<file path="config.mk">
export PLATFORM = sky130hd
export DESIGN_NAME = scene_sequencer
export DESIGN_NICKNAME = d
export VERILOG_FILES = /design/src/rtl/scene_sequencer.sv
export SDC_FILE = /design/constraint.sdc
export NUM_CORES = 1
export LEC_CHECK = 0
export BUFFER_PORTS_ARGS = -buffer_cell sky130_fd_sc_hd__buf_2
export CAP_MARGIN = 40
export CORE_MARGIN = 5
export CORE_UTILIZATION = 50
export CTS_CLUSTER_DIAMETER = 60
export DETAILED_ROUTE_END_ITERATION = 10
export PLACE_DENSITY = 0.76
export RECOVER_POWER = 100
export SYNTH_ARGS = -nofsm -noshare
export SYNTH_HDL_FRONTEND = slang
export SYNTH_SLANG_ARGS = --single-unit
</file>
<file path="constraint.sdc">
create_clock -name clk -period 3.41 [get_ports clk]
set_input_delay 0.1705 -clock clk [delete_from_list [all_inputs] [get_ports clk]]
set_output_delay 0.1705 -clock clk [all_outputs]
set_load 0.05 [all_outputs]
</file>
<file path="src/rtl/scene_sequencer.sv">
// Day/night scene sequencer: moves a sun across the screen once per "tick",
// where a tick is every (speed+1)th frame_start pulse, cycling DAWN/DAY/DUSK/NIGHT.
module scene_sequencer #(
  parameter int X_START     = 0,
  parameter int Y_LOW       = 920,
  parameter int Y_HIGH      = 200,
  parameter int STEP_X      = 8,
  parameter int STEP_Y      = 8,
  parameter int X_DUSK      = 1000,
  parameter int NIGHT_TICKS = 16
) (
  input  logic        clk,
  input  logic        rst,
  input  logic        frame_start,
  input  logic        enable,
  input  logic        restart,
  input  logic [3:0]  speed,
  output logic [11:0] sun_x,
  output logic [11:0] sun_y,
  output logic        sun_visible,
  output logic [11:0] sky_colour,
  output logic [1:0]  phase
);

  localparam int NW = (NIGHT_TICKS > 2) ? $clog2(NIGHT_TICKS) : 1;
  localparam logic [NW-1:0] NIGHT_LAST = NW'(NIGHT_TICKS - 1);

  typedef enum logic [1:0] {
    DAWN  = 2'd0,
    DAY   = 2'd1,
    DUSK  = 2'd2,
    NIGHT = 2'd3
  } state_e;

  state_e          state_q, state_d;
  logic [3:0]      div_q, div_d;
  logic [NW-1:0]   night_q, night_d;
  logic [11:0]     x_q, x_d, y_q, y_d, sky_q, sky_d;
  logic            vis_q, vis_d;
  logic [12:0]     x_sum, y_up;
  logic [11:0]     x_sat;
  logic            tick;

  function automatic logic [11:0] skyOf(state_e s);
    case (s)
      DAWN:    return 12'hF80;
      DAY:     return 12'h00F;
      DUSK:    return 12'hF40;
      default: return 12'h002;
    endcase
  endfunction

  // count >= speed (not ==) so a speed lowered below the current count ticks at once
  assign tick  = enable && frame_start && (div_q >= speed);
  assign x_sum = {1'b0, x_q} + 13'(STEP_X);
  assign x_sat = x_sum[12] ? 12'hFFF : x_sum[11:0];
  assign y_up  = {1'b0, y_q} + 13'(STEP_Y);

  always_comb begin
    state_d = state_q;
    div_d   = div_q;
    night_d = night_q;
    x_d     = x_q;
    y_d     = y_q;

    if (restart) begin
      state_d = DAWN;
      div_d   = '0;
      night_d = '0;
      x_d     = 12'(X_START);
      y_d     = 12'(Y_LOW);
    end else if (enable && frame_start) begin
      if (!tick) begin
        div_d = div_q + 4'd1;
      end else begin
        div_d = '0;
        case (state_q)
          DAWN: begin
            x_d = x_sat;
            if ({2'b00, y_q} <= 14'(Y_HIGH) + 14'(STEP_Y)) begin
              y_d     = 12'(Y_HIGH);
              state_d = DAY;
            end else begin
              y_d = y_q - 12'(STEP_Y);
            end
          end
          DAY: begin
            x_d = x_sat;
            if ({1'b0, x_sat} >= 13'(X_DUSK)) state_d = DUSK;
          end
          DUSK: begin
            x_d = x_sat;
            if (y_up >= 13'(Y_LOW)) begin
              y_d     = 12'(Y_LOW);
              state_d = NIGHT;
              night_d = '0;
            end else begin
              y_d = y_up[11:0];
            end
          end
          default: begin
            if (night_q == NIGHT_LAST) begin
              x_d     = 12'(X_START);
              y_d     = 12'(Y_LOW);
              state_d = DAWN;
              night_d = '0;
            end else begin
              night_d = night_q + 1'b1;
            end
          end
        endcase
      end
    end

    sky_d = skyOf(state_d);
    vis_d = (state_d != NIGHT);
  end

  always_ff @(posedge clk or posedge rst) begin
    if (rst) begin
      state_q <= DAWN;
      div_q   <= '0;
      night_q <= '0;
      x_q     <= 12'(X_START);
      y_q     <= 12'(Y_LOW);
      sky_q   <= 12'hF80;
      vis_q   <= 1'b1;
    end else begin
      state_q <= state_d;
      div_q   <= div_d;
      night_q <= night_d;
      x_q     <= x_d;
      y_q     <= y_d;
      sky_q   <= sky_d;
      vis_q   <= vis_d;
    end
  end

  assign sun_x       = x_q;
  assign sun_y       = y_q;
  assign sun_visible = vis_q;
  assign sky_colour  = sky_q;
  assign phase       = state_q;

endmodule

</file>
==> results of run 1 <==
kinds of logic after synthesis:
logic type,share of synthesized area
and+or+nand+nor,0.231
AOI/OAI and AO/OA,0.227
buffers and inverters,0.104
DFF,0.355
adders and majority gates,0.0488
xor gates and xnor gates,0.0239
muxes,0.00926
other,0.00146
power groups by stage:
stage,clock network [uW],registers (uW),logic [uW]
after floorplan,0,517,151
after global placement,0,485,220
after detailed placement,0,487,221
after CTS,321,479,223
after global routing,336,485,240
final,308,480,216
critical path, cell delays in order, from the launching register on:
cell	delay [ps]
dfrtp_1	380
inv_1	80
ha_1	260
nand2b_1	100
a31oi_1	130
nor2_1	680
o211ai_1	360
or3_1	420
a21oi_1	150
timing repair:
action                                 4_1_cts  5_1_grt
endpoints found under the hold margin       28        0
setup endpoints to repair                    0        0
hold buffers                                 1        0
final timing paths:
kind | start | end | slack (ps)
worst max-delay path | div_q[0] | night_q[2] | 760
worst min-delay path | frame_start | div_q[1] | 310
worst max register to register | div_q[0] | night_q[2] | 760
worst min register to register | sun_x[1] | sun_x[1] | 500
max in group asynchronous | rst | div_q[3] | 1170
min in group asynchronous | rst | sun_y[5] | 1130
final cells by class:
| type | instances | area share |
|---|---|---|
| inverters | 16 | 0.0221 |
| multi-input cells | 226 | 0.511 |
| well taps | 70 | 0.0322 |
| repair buffers | 44 | 0.0666 |
| flip-flops and latches | 36 | 0.335 |
| clock buffers | 8 | 0.0331 |
through the flow:
stage | worst slack, ps | hold WS, ps | cell area (sq um)
2_1_floorplan | 1020 | 332 | 2580
3_3_place_gp | 1070 | 295 | 2680
3_5_place_dp | 983 | 301 | 2680
4_1_cts | 951 | 292 | 2780
5_1_grt | 505 | 347 | 2720
6_report | 763 | 310 | 2720
layer usage:
metal	wire length, um	share of wire	vias to the layer above	track usage
li1	-	-	1129	-
met1	2550	0.45	1076	0.233
met2	2770	0.49	56	0.314
met3	288	0.051	6	0.0318
met4	66	0.012	0	0.0515
met5	0	0	-	0
state kept, by name, summed over array words and instances, names as in the netlist:
register / cells
sun_x: 12
sun_y: 9
sun_visible: 1
div_q: 4
phase: 1
night_q: 4
sky_colour: 5
cell usage in the layout (no fill, tap or decap), drive strengths merged, types with 6 or more instances in the layout:
master / count
clkbuf: 43
nor2: 28
dfrtp: 28
nand2: 27
a21oi: 22
o21ai: 17
inv: 16
nand3: 15
nor3: 11
ha: 10
buf: 8
dfstp: 8
nor4: 6
or3: 6
o21a: 6
==> out/qor.yml, run 1 <==
status:
  status: "finished with violations"
  violations: "max-capacitance violations, max-slew violations"
sta:
  final.setup_skew_ps: 2.55
  setup_viol: 0
  max_freq_ghz: 0.378
  tns_ps: 0
  fin_crit_sh: 0.776
  max_slew.worst_pin.slew_ps: 1940
  relSlewSlack: -0.293
  period_needed_ps: 2650
  drv_slew: 37
  final_hold_viol_count: 0
  rsz0062_at_grt: "false"
synthesis:
  netlist_instances: 300
  yosys_warnings: 0
  syn_area_sq_um: 2570
  synth_top_area_frac: 0.273
  yosys-top-cells-area: "dfrtp_1 27%, dfstp_2 8.2%, ha_1 4.9%"
  ys_top_cells_by_count: "28 x dfrtp_1, 27 x nand2_1, 27 x nor2_1"
  async_reset_ff_frac: 1.00
  synth_ff_type: "dfrtp_1"
  postSynthAreaPerCell_sq_um: 8.55
  synth.distinct_cells: 68
  ys_seq_elements: 36
  synth_area_leader_cell: "dfrtp_1"
  synth-edff-count: 0
  seq_area_frac_synth: 0.355
  yosysMostFrequentCell: "dfrtp_1"
routing:
  drt_iter0_markers: 153
  ant_nets: 0
  num_vias: 2267
  via_per_inst: 5.67
  first_pass_iters: 4
  routed_wl_mm: 5.68
  wl_per_cell_um: 14.2
  drc: 0
power:
  p_clk_frac: 0.307
  power.total_uw: 1000
  p_per_area_nw_per_um2: 369
  power_switching_uw: 328
  power_frac_comb: 0.215
  switching_share: 0.327
  ir_drop_mv: 0.286
  internal_power_uw: 676
  power_frac_seq: 0.478
  power_leakage_uw: 0.00113
clock_tree:
  cts.clk_slew.worst_paths_ps: 70
  numCtsBuffers: 5
  cts_sinks: 36
  cts_resized: 0
  cts_setup_buffers: 0
  h-tree-depth: 2
  root_buffer: "clkbuf_8"
  clock_latency_ps: 280
  cts_tree: "built"
  clock_path_buffers: 2
final_layout:
  diodes: 0
  final_cells: 400
  utilization: 0.540
  areaGrowthSynthToFinish_pct: 6.09
  multi_input_area_sq_um: 1390
  seqCellArea_sq_um: 911
  nets: 348
  drive_above_1_share: 0.0909
  fillCellCount: 507
setup_path:
  worstSetupStartpointType: "flip-flop"
  arrival_ps: 2850
  critPathCaptureType: "flip-flop"
  cp.required_ps: 3620
  crit_type: "flip-flop to flip-flop"
  critPathMaxFanout: 14
  worst_r2r_path_depth: 8
placement:
  dp_cells: 391
  numPortBuffers: 42
  dp_hpwl_mm: 4.15
  gp_congestion: 0.954
die:
  die_x_um: 81.6
  row_count: 26
  ios: 48
  coreArea_sq_um: 5040
  die_h_um: 81.6
  initial_utilization: 0.509
  die_area_sq_um: 6670
run:
  cap_violations: 1
global_routing:
  track_usage: 0.182
  gr-total-overflow: 0
  grt_max_degree: 37
  grt_pass1_vias: 2134
  grt_pass1_wl_mm: 9.55
  antenna_found_initial: 0
min_path:
  hold_path.class: "primary input to flip-flop"
  hold_depth: 4
(Power assumes the default switching activity.)
==> inputs of run 2 (changes only) <==
==> constraint.sdc (replaced) <==
create_clock -name clk -period 2.6 [get_ports clk]
set_input_delay 0.13 -clock clk [delete_from_list [all_inputs] [get_ports clk]]
set_output_delay 0.13 -clock clk [all_outputs]
set_load 0.05 [all_outputs]
==> run 2 against run 1 <==
The run now ends clean; combinational power is 39% higher; clock-buffer cell count is 3 lower; worst setup slack worse by 610 ps; sequential share of layout area fell by 0.84 points; core utilization rose by 1.4 points; maximum frequency is 8.0% higher; first-iteration DRC count decreased by 12%; largest cell class unchanged; largest power group unchanged.
==> out/qor.yml, run 2 (same netlist as run 1, synthesis figures left out) <==
die:
  coreArea_sq_um: 5040
  ios: 48
  die_h_um: 81.6
  die_x_um: 81.6
  initial_utilization: 0.509
  row_count: 26
  die_area_sq_um: 6670
final_layout:
  utilization: 0.554
  seqCellArea_sq_um: 911
  areaGrowthSynthToFinish_pct: 8.83
  nets: 353
  diodes: 0
  layout_commonest_cell: "clkbuf_1"
  layout_common_cells: "35 x clkbuf_1, 28 x dfrtp_1, 27 x nor2_1, 27 x nand2_1, 21 x a21oi_1"
  largest_reg_flops: 12
  drive_above_1_share: 0.119
  multi_input_area_sq_um: 1400
  fillCellCount: 497
setup_path:
  arrival_ps: 2670
  r2r-end: "night_q[2]"
  r2r_setup_slack_ps: 150
  cp_top_family: "compound AO/OA/AOI/OAI gates"
  max_stage_delay_ps: 630
  worst_r2r_path_depth: 7
  critPathCaptureType: "flip-flop"
  critPathMaxFanout: 11
  crit_type: "flip-flop to flip-flop"
  r2r_start: "sun_y[3]"
  cp.required_ps: 2820
  critPathSlowestCell: "dfstp_2"
  worstSetupStartpointType: "flip-flop"
  crit_chain: "ha_1 -> and4b_1 -> o21bai_1 -> a221oi_2 -> o211ai_2 -> or3_1 -> a21oi_1"
  cp_num_buf_inv: 0
sta:
  final.setup_skew_ps: 9.48
  setup_viol: 0
  rsz0062_at_grt: "false"
  max_slew.worst_pin.slew_ps: 978
  fin_crit_sh: 0.942
  drv_slew: 0
  period_needed_ps: 2450
  relSlewSlack: 0.348
  final_hold_viol_count: 0
  max_freq_ghz: 0.408
  tns_ps: 0
min_path:
  hold_path.class: "primary input to flip-flop"
  hold_depth: 4
  hold_start: "frame_start"
  holdPathEnd: "div_q[1]"
routing:
  first_pass_iters: 4
  drt_iter0_markers: 134
  ant_nets: 0
  drc: 0
  via_per_inst: 5.71
  routed_wl_mm: 5.91
  num_vias: 2312
  wl_per_cell_um: 14.6
clock_tree:
  cts_tree: "built"
  root_buffer: "clkbuf_8"
  cts.clk_slew.worst_paths_ps: 80
  cts_sinks: 36
  numCtsBuffers: 5
  clock_latency_ps: 290
  cts_resized: 0
  clock_path_buffers: 2
  h-tree-depth: 2
global_routing:
  gr-total-overflow: 0
  antenna_found_initial: 0
  grt_pass1_vias: 2186
  grt_pass1_wl_mm: 9.94
  grt_max_degree: 24
  track_usage: 0.191
status:
  status: "finished clean"
run:
  cap_violations: 0
placement:
  gp_congestion: 0.874
  dp_hpwl_mm: 4.31
  numPortBuffers: 42
power:
  p_per_area_nw_per_um2: 510
  ir_drop_mv: 0.426
  power_leakage_uw: 0.00118
==> run 2: metrics by stage <==
step	std cells	instance area [sq um]	power, uW	setup WS (ps)	hold slack (ps)
after floorplan	304	2580	875	213	291
after global placement	395	2710	928	257	294
after detailed placement	395	2710	932	155	299
after CTS	404	2830	1430	141	260
after global routing	405	2790	1500	6.14	291
final	405	2790	1420	150	261
==> run 2: routing by layer <==
layer / global-route usage / part of all wire / vias to the layer above
li1: - / - / 1141
met1: 0.241 / 0.44 / 1104
met2: 0.328 / 0.50 / 62
met3: 0.0384 / 0.054 / 5
met4: 0.0581 / 0.011 / 0
met5: 0 / 0 / -
==> run 2: worst reg2reg max path, cell delays in order (launching register included) <==
cell,delay (ps)
dfstp_2,630
ha_1,310
and4b_1,220
o21bai_1,80
a221oi_2,410
o211ai_2,190
or3_1,390
a21oi_1,150
==> run 2: repair_timing <==
action,CTS,global route
hold endpoints to repair,13,0
hold buffers,1,0
buffers inserted,0,1
setup endpoints to repair,0,2
==> run 2: worst max-delay path by stage <==
stage	slack, ps	endpoint	cells after the start	startpoint
5_1_grt	6	night_q[2]	7	sun_y[3]
3_3_place_gp	260	night_q[2]	7	sun_y[3]
3_5_place_dp	150	night_q[2]	7	sun_y[3]
6_report	150	night_q[2]	7	sun_y[3]
4_1_cts	140	night_q[2]	7	sun_y[3]
2_1_floorplan	210	night_q[2]	7	sun_y[4]
==> run 2: report_power, final <==
part | switching, uW | internal, uW | leakage [uW] | total [uW]
Clock | 214 | 284 | 0.0000541 | 498
Combinational | 205 | 95.8 | 0.000649 | 300
Sequential | 41.5 | 585 | 0.000472 | 626
Total | 460 | 964 | 0.00118 | 1420
==> run 2: area by class of cell <==
cell class | instances | area share
inverters | 16 | 0.0215
multi-input cells | 226 | 0.503
repair buffers | 49 | 0.0784
flip-flops and latches | 36 | 0.326
well taps | 70 | 0.0314
clock buffers | 5 | 0.0246
clock inverters | 3 | 0.0152
==> inputs of run 3 (changes only) <==
--- a/config.mk
+++ b/config.mk
@@ -7,7 +7,6 @@
 export LEC_CHECK = 0
 export BUFFER_PORTS_ARGS = -buffer_cell sky130_fd_sc_hd__buf_2
 export CAP_MARGIN = 40
-export CORE_MARGIN = 5
 export CORE_UTILIZATION = 50
 export CTS_CLUSTER_DIAMETER = 60
 export DETAILED_ROUTE_END_ITERATION = 10
==> run 3 against run 2 <==
Clock skew decreased by 0.87 ps; combinational power about the same; die area decreased by 19%; register-to-register slack improved by 20 ps; sequential cell count unchanged.
==> out/qor.yml, run 3 (same netlist as run 1, synthesis figures left out) <==
global_routing:
  grt_max_degree: 37
  track_usage: 0.231
  grt_pass1_vias: 2040
  grt_pass1_wl_mm: 9.51
  antenna_found_initial: 0
  gr-total-overflow: 0
setup_path:
  arrival_ps: 2630
  worstSetupStartpointType: "flip-flop"
  critPathLaunch: "sun_y[3]"
  crit_type: "flip-flop to flip-flop"
  r2r_start: "sun_y[3]"
  r2r_setup_slack_ps: 170
  worst_r2r_path_depth: 8
  critPathCaptureType: "flip-flop"
  cp.required_ps: 2800
  r2r-end: "sun_y[8]"
  critPathMaxFanout: 11
final_layout:
  largest_reg_flops: 12
  fillCellCount: 475
  utilization: 0.577
  drive_above_1_share: 0.116
  layout_commonest_cell: "clkbuf_1"
  layout_common_cells: "35 x clkbuf_1, 28 x dfrtp_1, 27 x nor2_1, 27 x nand2_1, 22 x a21oi_1"
  nets: 353
  final_cells: 402
  diodes: 0
  areaGrowthSynthToFinish_pct: 8.24
sta:
  final.setup_skew_ps: 8.61
  fin_ws_ps: 169
  max_slew.worst_pin.slew_ps: 904
  rsz0062_at_grt: "false"
  final_hold_viol_count: 0
  drv_slew: 0
  max_freq_ghz: 0.411
  tns_ps: 0
  fin_crit_sh: 0.935
  relSlewSlack: 0.397
  period_needed_ps: 2430
  setup_viol: 0
routing:
  drt_iter0_markers: 193
  first_pass_iters: 4
  ant_nets: 0
  via_per_inst: 5.76
  num_vias: 2315
  wl_per_cell_um: 14.4
  routed_wl_mm: 5.81
  drc: 0
power:
  power_frac_comb: 0.211
  ir_drop_mv: 0.315
  internal_power_uw: 959
  power_frac_seq: 0.444
  switching_share: 0.320
  power_leakage_uw: 0.00118
  p_clk_frac: 0.345
  power_switching_uw: 451
  p_per_area_nw_per_um2: 508
clock_tree:
  clock_path_buffers: 2
  cts_resized: 0
  numCtsBuffers: 5
  cts_sinks: 36
  cts_tree: "built"
  h-tree-depth: 2
  clock_latency_ps: 290
  root_buffer: "clkbuf_8"
  cts.clk_slew.worst_paths_ps: 80
die:
  die_h_um: 73.6
  ios: 48
  coreArea_sq_um: 4820
  die_area_sq_um: 5420
  row_count: 25
  initial_utilization: 0.533
  die_x_um: 73.6
placement:
  numPortBuffers: 42
  gp_congestion: 0.850
  dp_cells: 393
  dp_hpwl_mm: 4.11
  dp_slack_ps: 230
status:
  status: "finished clean"
min_path:
  hold_depth: 4
  hold_start: "frame_start"
  hold_path.class: "primary input to flip-flop"
  holdPathEnd: "div_q[1]"
run:
  cap_violations: 0
-- run 3: cell type report --
cell class	count	area [sq um]	area share
Clock inverter	2	35.0	0.0126
Inverter	16	60.1	0.0216
Clock buffer	6	72.6	0.0261
Tap cell	67	83.8	0.0302
Sequential cell	36	911	0.328
Timing Repair Buffer	49	215	0.0775
Multi-Input combinational cell	226	1400	0.504
-- run 3: repair_timing --
item / 4_1_cts / 5_1_grt
buffers inserted: 0 / 0
hold buffers: 1 / 0
hold endpoints to repair: 28 / 0
-- run 3: per-layer routing --
| layer | part of all wire | GRT usage | up-vias |
|---|---|---|---|
| met5 | 0 | 0 | - |
| met4 | 0.011 | 0.0876 | 0 |
| met3 | 0.055 | 0.0412 | 6 |
| met2 | 0.50 | 0.384 | 81 |
| met1 | 0.44 | 0.299 | 1082 |
| li1 | - | - | 1146 |
-- run 3: power groups by stage --
stage | Combinational (uW) | Sequential (uW) | Clock, uW
2_1_floorplan | 198 | 677 | 0
3_3_place_gp | 299 | 633 | 0
3_5_place_dp | 304 | 634 | 0
4_1_cts | 306 | 625 | 503
5_1_grt | 329 | 630 | 524
6_report | 297 | 627 | 487
-- run 3: worst max-delay path, cell delays in order (launching register included) --
cell	delay, ps
dfstp_2	430
ha_1	220
clkbuf_2	170
and3b_1	230
o211ai_1	120
a221oi_2	440
or2_1	300
o221ai_1	180
a211oi_1	260
-- run 3: stage by stage --
step | cell area [sq um] | total power, uW | hold slack, ps
after CTS | 2830 | 1430 | 243
after global routing | 2780 | 1480 | 278
after global placement | 2710 | 932 | 252
after detailed placement | 2710 | 938 | 259
final | 2780 | 1410 | 252
after floorplan | 2580 | 875 | 291
-- run 3: worst max-delay path by stage --
stage                       to
floorplan           night_q[2]
global placement    night_q[2]
detailed placement  night_q[2]
CTS                 night_q[2]
global route        night_q[2]
finish                sun_y[8]
